File: src/rtl/button_counter4_if.sv
// rtl/button_counter4_if.sv - pushbutton/switch inputs and B3..B0/wrap outputs of button_counter4
interface button_counter4_if;
    logic       key_up_n;
    logic       key_down_n;
    logic       load;
    logic [3:0] sw;
    logic       B3;
    logic       B2;
    logic       B1;
    logic       B0;
    logic       wrap;

    modport master (
        output key_up_n, key_down_n, load, sw,
        input  B3, B2, B1, B0, wrap
    );

    modport slave (
        input  key_up_n, key_down_n, load, sw,
        output B3, B2, B1, B0, wrap
    );
endinterface

File: src/rtl/button_counter4.sv
// rtl/button_counter4.sv - debounced up/down pushbutton counter with switch load, feeding a 4-bit decoder
module button_counter4 #(
    parameter int DEBOUNCE_CYCLES = 1000000
) (
    input  logic             clk,
    input  logic             reset,
    button_counter4_if.slave bus
);
    localparam int CW = $clog2(DEBOUNCE_CYCLES);
    localparam logic [CW-1:0] CNT_LAST = CW'(DEBOUNCE_CYCLES - 1);

    // bit 0 = up key, bit 1 = down key; all key levels are active-low
    logic [1:0]    sync1;
    logic [1:0]    sync2;
    logic [1:0]    stable;
    logic [1:0]    stable_d;
    logic [1:0]    ev;
    logic [CW-1:0] cnt [2];

    logic [3:0]    count;
    logic          wrap_q;
    logic [3:0]    next_count;
    logic          next_wrap;

    always_ff @(posedge clk) begin
        if (reset) begin
            sync1    <= 2'b11;
            sync2    <= 2'b11;
            stable   <= 2'b11;
            stable_d <= 2'b11;
            ev       <= 2'b00;
            for (int k = 0; k < 2; k++) begin
                cnt[k] <= '0;
            end
        end else begin
            sync1    <= {bus.key_down_n, bus.key_up_n};
            sync2    <= sync1;
            stable_d <= stable;
            // a press is the accepted level falling; release is ignored
            ev       <= stable_d & ~stable;
            for (int k = 0; k < 2; k++) begin
                if (sync2[k] == stable[k]) begin
                    cnt[k] <= '0;
                end else if (cnt[k] == CNT_LAST) begin
                    stable[k] <= sync2[k];
                    cnt[k]    <= '0;
                end else begin
                    cnt[k] <= cnt[k] + 1'b1;
                end
            end
        end
    end

    always_comb begin
        next_count = count;
        next_wrap  = 1'b0;
        if (bus.load) begin
            next_count = bus.sw;
        end else if (ev == 2'b01) begin
            next_count = count + 4'd1;
            next_wrap  = (count == 4'd15);
        end else if (ev == 2'b10) begin
            next_count = count - 4'd1;
            next_wrap  = (count == 4'd0);
        end
    end

    always_ff @(posedge clk) begin
        if (reset) begin
            count  <= 4'd0;
            wrap_q <= 1'b0;
        end else begin
            count  <= next_count;
            wrap_q <= next_wrap;
        end
    end

    assign bus.B3   = count[3];
    assign bus.B2   = count[2];
    assign bus.B1   = count[1];
    assign bus.B0   = count[0];
    assign bus.wrap = wrap_q;
endmodule

File: src/flat_wrapper.sv
// flat-port wrapper written by rule: the top's interface ports become plain ports
module button_counter4_flat 
#(
    parameter int DEBOUNCE_CYCLES = 1000000
)
  (clk, reset, bus_key_up_n, bus_key_down_n, bus_load, bus_sw, bus_B3, bus_B2, bus_B1, bus_B0, bus_wrap);
  button_counter4_if bus_i ();
  input  logic clk;
  input  logic reset;
  input wire logic [$bits(bus_i.key_up_n)-1:0] bus_key_up_n;
  input wire logic [$bits(bus_i.key_down_n)-1:0] bus_key_down_n;
  input wire logic [$bits(bus_i.load)-1:0] bus_load;
  input wire logic [$bits(bus_i.sw)-1:0] bus_sw;
  output wire logic [$bits(bus_i.B3)-1:0] bus_B3;
  output wire logic [$bits(bus_i.B2)-1:0] bus_B2;
  output wire logic [$bits(bus_i.B1)-1:0] bus_B1;
  output wire logic [$bits(bus_i.B0)-1:0] bus_B0;
  output wire logic [$bits(bus_i.wrap)-1:0] bus_wrap;
  assign bus_i.key_up_n = bus_key_up_n;
  assign bus_i.key_down_n = bus_key_down_n;
  assign bus_i.load = bus_load;
  assign bus_i.sw = bus_sw;
  assign bus_B3 = bus_i.B3;
  assign bus_B2 = bus_i.B2;
  assign bus_B1 = bus_i.B1;
  assign bus_B0 = bus_i.B0;
  assign bus_wrap = bus_i.wrap;
  button_counter4 #(.DEBOUNCE_CYCLES(DEBOUNCE_CYCLES)) u_core (.clk(clk), .reset(reset), .bus(bus_i));
endmodule
File: config.mk
export PLATFORM = sky130hd
export DESIGN_NAME = button_counter4_flat
export DESIGN_NICKNAME = d
export VERILOG_FILES = /design/src/rtl/button_counter4_if.sv /design/src/rtl/button_counter4.sv /design/src/flat_wrapper.sv
export SDC_FILE = /design/constraint.sdc
export NUM_CORES = 1
export LEC_CHECK = 0
export CAP_MARGIN = 25
export CORE_AREA = 4 4 79 81
export CTS_CLUSTER_DIAMETER = 60
export DETAILED_ROUTE_END_ITERATION = 8
export DIE_AREA = 0 0 83 85
export PLACE_DENSITY = 0.71
export SLEW_MARGIN = 20
export SYNTH_ARGS = -nofsm -noshare
export SYNTH_HDL_FRONTEND = slang
export SYNTH_SLANG_ARGS = --single-unit
File: constraint.sdc
create_clock -name clk -period 2.94 [get_ports clk]
set_input_delay 0.441 -clock clk [delete_from_list [all_inputs] [get_ports clk]]
set_output_delay 0.441 -clock clk [all_outputs]
set_load 0.01 [all_outputs]
==> impl_results.rst <==
.. list-table::
   :header-rows: 1

   * - Metric
     - Value
   * - Post-synthesis area per instance
     - 10.3 µm²
   * - Final core occ
     - 0.612
   * - Worst hold path type
     - reg2reg
   * - Number of buffers created by CTS
     - 5
   * - Post-synthesis xor/xnor area fraction
     - 0.0817
   * - Required @ worst endpoint
     - 3.00 ns
   * - Number of rows in the core area
     - 27
   * - Core region area
     - 0.00547 mm²
   * - Worst-path clk slew
     - 0.10 ns
   * - Largest fanout of any net on the critical path
     - 19
   * - Worst R2R Start
     - u_core.cnt[1][6]$_SDFFCE_PN0P_
   * - Initial antenna violation count
     - 0
   * - Area Growth Syn to Fin
     - 15.7%
   * - Fin. Hold Viols
     - 0
   * - Filler instances
     - 476
   * - Worst R2R Path Depth
     - 4
   * - Relative max-transition margin
     - 0.660
   * - Number of buffers added to fix hold violations after cts
     - 0
   * - Distinct cell type count of the synthesized netlist
     - 45
   * - Kind of cell adding the most delay to the critical path
     - simple AND/OR/NAND/NOR gates
   * - Footprint of the multi-input gates
     - 0.00144 mm²
   * - Root Buffer Master
     - clkbuf_8
   * - CP Data Arrival Time
     - 2.40 ns
   * - Die extent in x
     - 83 µm
   * - Number of buffers inserted to repair setup after CTS
     - 0
   * - Number of enable flip-flop cells after synthesis
     - 40
   * - First DRT Iteration DRCs
     - 119
   * - Cell count after synthesis
     - 282
   * - Port buffer count
     - 13
   * - Type of element capturing the critical path
     - register
   * - Start point of the critical path
     - u_core.cnt[1][6]$_SDFFCE_PN0P_
   * - Adder-cell share of the synthesized area
     - 0.0242
   * - Setup TNS
     - 0 ns
   * - Buf+Inv Stages, Crit Path
     - 0
   * - Ratio of routed vias to standard cells
     - 5.13
   * - Pin count of the biggest net entering global routing
     - 20
   * - Category of the critical setup timing path
     - reg2reg
   * - Overall Global Routing Usage
     - 0.149
   * - Combined area of all synthesized cells
     - 0.00290 mm²
   * - Top area cells in the synthesized netlist
     - edfxtp_1 41%, dfxtp_1 10%, xor2_1 5.1%
   * - Highest cell delay on the worst timing path
     - 0.55 ns
   * - Via count
     - 2087
   * - Maximum clock frequency
     - 0.426 GHz
   * - Least setup slack across all paths after layout
     - 0.595 ns
   * - CTS resizes
     - 0
   * - Number of setup violations in the final report
     - 0
   * - Sequential element share of the synthesized area
     - 0.519
   * - H-tree depth reported by CTS
     - 2
   * - Worst-path cell chain
     - or4b_1, or4_4, o21ai_4, nor2_1
   * - Timing endpoint of the critical path
     - u_core.cnt[1][6]$_SDFFCE_PN0P_
   * - Clock latency on the worst-skew pair
     - 0.31 ns
   * - RSZ-0062 raised after global routing
     - no
   * - Run status
     - completed
   * - Most frequently used cell type in the post-synthesis netlist
     - edfxtp_1
   * - Register Area
     - 0.00150 mm²
   * - Final period utilization
     - 0.798
   * - Yosys top cell area share
     - 0.415
   * - Async set-reset flop share out of synthesis
     - 0
   * - Final antenna diode count
     - 0
   * - Post-synthesis cell type with the largest combined area
     - edfxtp_1
   * - Simple-gate share of the synthesized area
     - 0.233
   * - VDD IR max
     - 0.211 mV
   * - Dominant combinational cell family by area after synthesis
     - simple AND/OR/NAND/NOR gates
   * - Skew final
     - 0.00773 ns
   * - Routability congestion estimate from global placement
     - 0.771
   * - Final global-route overflow total
     - 0
   * - Vert. Die Dim
     - 85 µm
   * - Max Cap Viol
     - 0
   * - Deepest clock path buffer count
     - 2
   * - Worst Tran Pin Value
     - 0.507 ns
   * - Global-route wire length before repair
     - 8.67 mm
   * - Minimum setup slack among reg-to-reg paths
     - 0.59 ns
   * - Mux cell area share after synthesis
     - 0.0147
   * - Area fraction in compound gates after synthesis
     - 0.0912
   * - TritonCTS clock tree
     - done
   * - Synthesis Warnings
     - 0
   * - Die Area
     - 0.00706 mm²
   * - Period minus WS final
     - 2.35 ns
   * - Synth Register Bits
     - 55
   * - Initial Utilization
     - 0.529
   * - Most used standard cells in the synthesized netlist
     - 40 x edfxtp_1, 33 x nor2_1, 17 x xor2_1
   * - Count of nets after finishing
     - 348
   * - Worst Setup Slack post-DPL
     - 0.588 ns
   * - Critical path startpoint category
     - register
   * - Power density cells
     - 437 mW/mm²
   * - DRC
     - 0
   * - Number of gates on the worst path with buffers counted
     - 4
   * - Reg-to-Reg End
     - u_core.cnt[1][6]$_SDFFCE_PN0P_
   * - Critical-path top delay cell
     - or4_4
   * - Hpwl dp
     - 3.46 mm
   * - Number of search-and-repair iterations in the first detailed-routing pass
     - 4
   * - Via count of the first global-routing pass
     - 1950
   * - Avg WL per Cell
     - 11.6 µm
   * - Most used flip-flop cell after synthesis
     - edfxtp_1
   * - Routed Wire Length
     - 4.74 mm
   * - Static power due to leakage
     - 0.00122 µW
   * - Number of sinks on the clock net
     - 55
   * - Hold Worst Slack
     - 0.416 ns
   * - Slew Viols, Final
     - 0
   * - Residual antenna-violating net count after detailed routing
     - 0
   * - Fraction of layout cells with a size suffix above 1
     - 0.0687
   * - Number of top-level pins
     - 14
-- worst reg2reg max path, stage by stage, from the launching register on --
cell and delay (ns):
edfxtp_1 0.46, or4b_1 0.54, or4_4 0.55, o21ai_4 0.44, nor2_1 0.10
-- cell usage in the layout (no fill, tap or decap), types with 2 or more instances in the layout --
cell	netlist	final
nand4_1	8	8
conb_1	1	40
and4_1	2	2
nand3b_1	2	2
and2_1	4	4
nor4b_1	2	2
buf_4	0	3
o311ai_0	2	2
o31ai_1	6	6
nor4_1	2	2
dfxtp_1	15	15
xor2_1	17	17
ha_1	4	4
mux2_2	2	2
a21oi_1	16	16
clkdlybuf4s50_1	0	13
clkbuf_8	0	5
xnor2_1	10	10
or4_1	9	9
mux2i_1	2	2
and3_1	5	5
nand2_1	11	11
nand3_1	16	16
o21ai_0	11	11
nor2_1	33	33
nor3_1	5	5
or3_1	8	8
edfxtp_1	40	40
inv_1	15	15
nor3b_1	2	2
nand2b_1	3	3
or2_2	7	7
-- report_power, final --
part	leakage (µW)	switching, µW	internal (µW)	total [µW]
clock	0.0000569	259	224	484
combinational	0.000623	46.8	44.9	91.6
sequential	0.000536	30.2	860	890
total	0.00122	336	1130	1470
-- flip-flops by register name, indices dropped and copies added, names as in the netlist --
| name | count |
|---|---|
| u_core.stable_d | 2 |
| u_core.ev | 2 |
| u_core.sync1 | 2 |
| u_core.cnt | 40 |
| u_core.count | 4 |
| u_core.sync2 | 2 |
| u_core.stable | 2 |
| u_core.bus.wrap | 1 |
-- final cells by class --
class	count	share of cell area
Sequential cell	55	0.448
Multi-Input combinational cell	241	0.429
Timing Repair Buffer	16	0.0456
Clock buffer	6	0.0280
Tap cell	72	0.0269
Inverter	15	0.0168
Clock inverter	2	0.00523
-- layer usage --
layer / track usage / share of wire / vias to the layer above
met5: 0 / 0 / -
met4: 0.0490 / 0.015 / 0
met3: 0.0330 / 0.029 / 7
met2: 0.238 / 0.46 / 22
met1: 0.201 / 0.50 / 971
li1: - / - / 1087
-- cells by family after synthesis --
family | Yosys count
xor+xnor | 27
mux | 4
compound gates | 42
simple gates | 123
other cells | 1
flops | 55
fa+ha+maj | 5
buf+inv | 25
-- worst min-delay path by stage --
| stage | depth (start not counted) | slack [ns] | endpoint | startpoint |
|---|---|---|---|---|
| 2_1_floorplan | 1 | 0.39 | u_core.sync2[0]$_SDFF_PP1_ | u_core.sync1[0]$_SDFF_PP1_ |
| 3_3_place_gp | 1 | 0.40 | u_core.sync2[0]$_SDFF_PP1_ | u_core.sync1[0]$_SDFF_PP1_ |
| 5_1_grt | 1 | 0.44 | u_core.sync2[1]$_SDFF_PP1_ | u_core.sync1[1]$_SDFF_PP1_ |
| 3_5_place_dp | 1 | 0.40 | u_core.sync2[0]$_SDFF_PP1_ | u_core.sync1[0]$_SDFF_PP1_ |
| 6_report | 2 | 0.42 | u_core.ev[0]$_SDFF_PP0_ | u_core.stable_d[0]$_SDFF_PP1_ |
| 4_1_cts | 2 | 0.42 | u_core.ev[1]$_SDFF_PP0_ | u_core.stable_d[1]$_SDFF_PP1_ |
-- per-stage QoR --
step,total power [µW],area [µm²],cells
3_5_place_dp,998,3240,399
2_1_floorplan,962,3040,321
3_3_place_gp,996,3240,399
6_report,1470,3350,407
5_1_grt,1540,3350,407
4_1_cts,1480,3350,407
(Power assumes the default switching activity.)
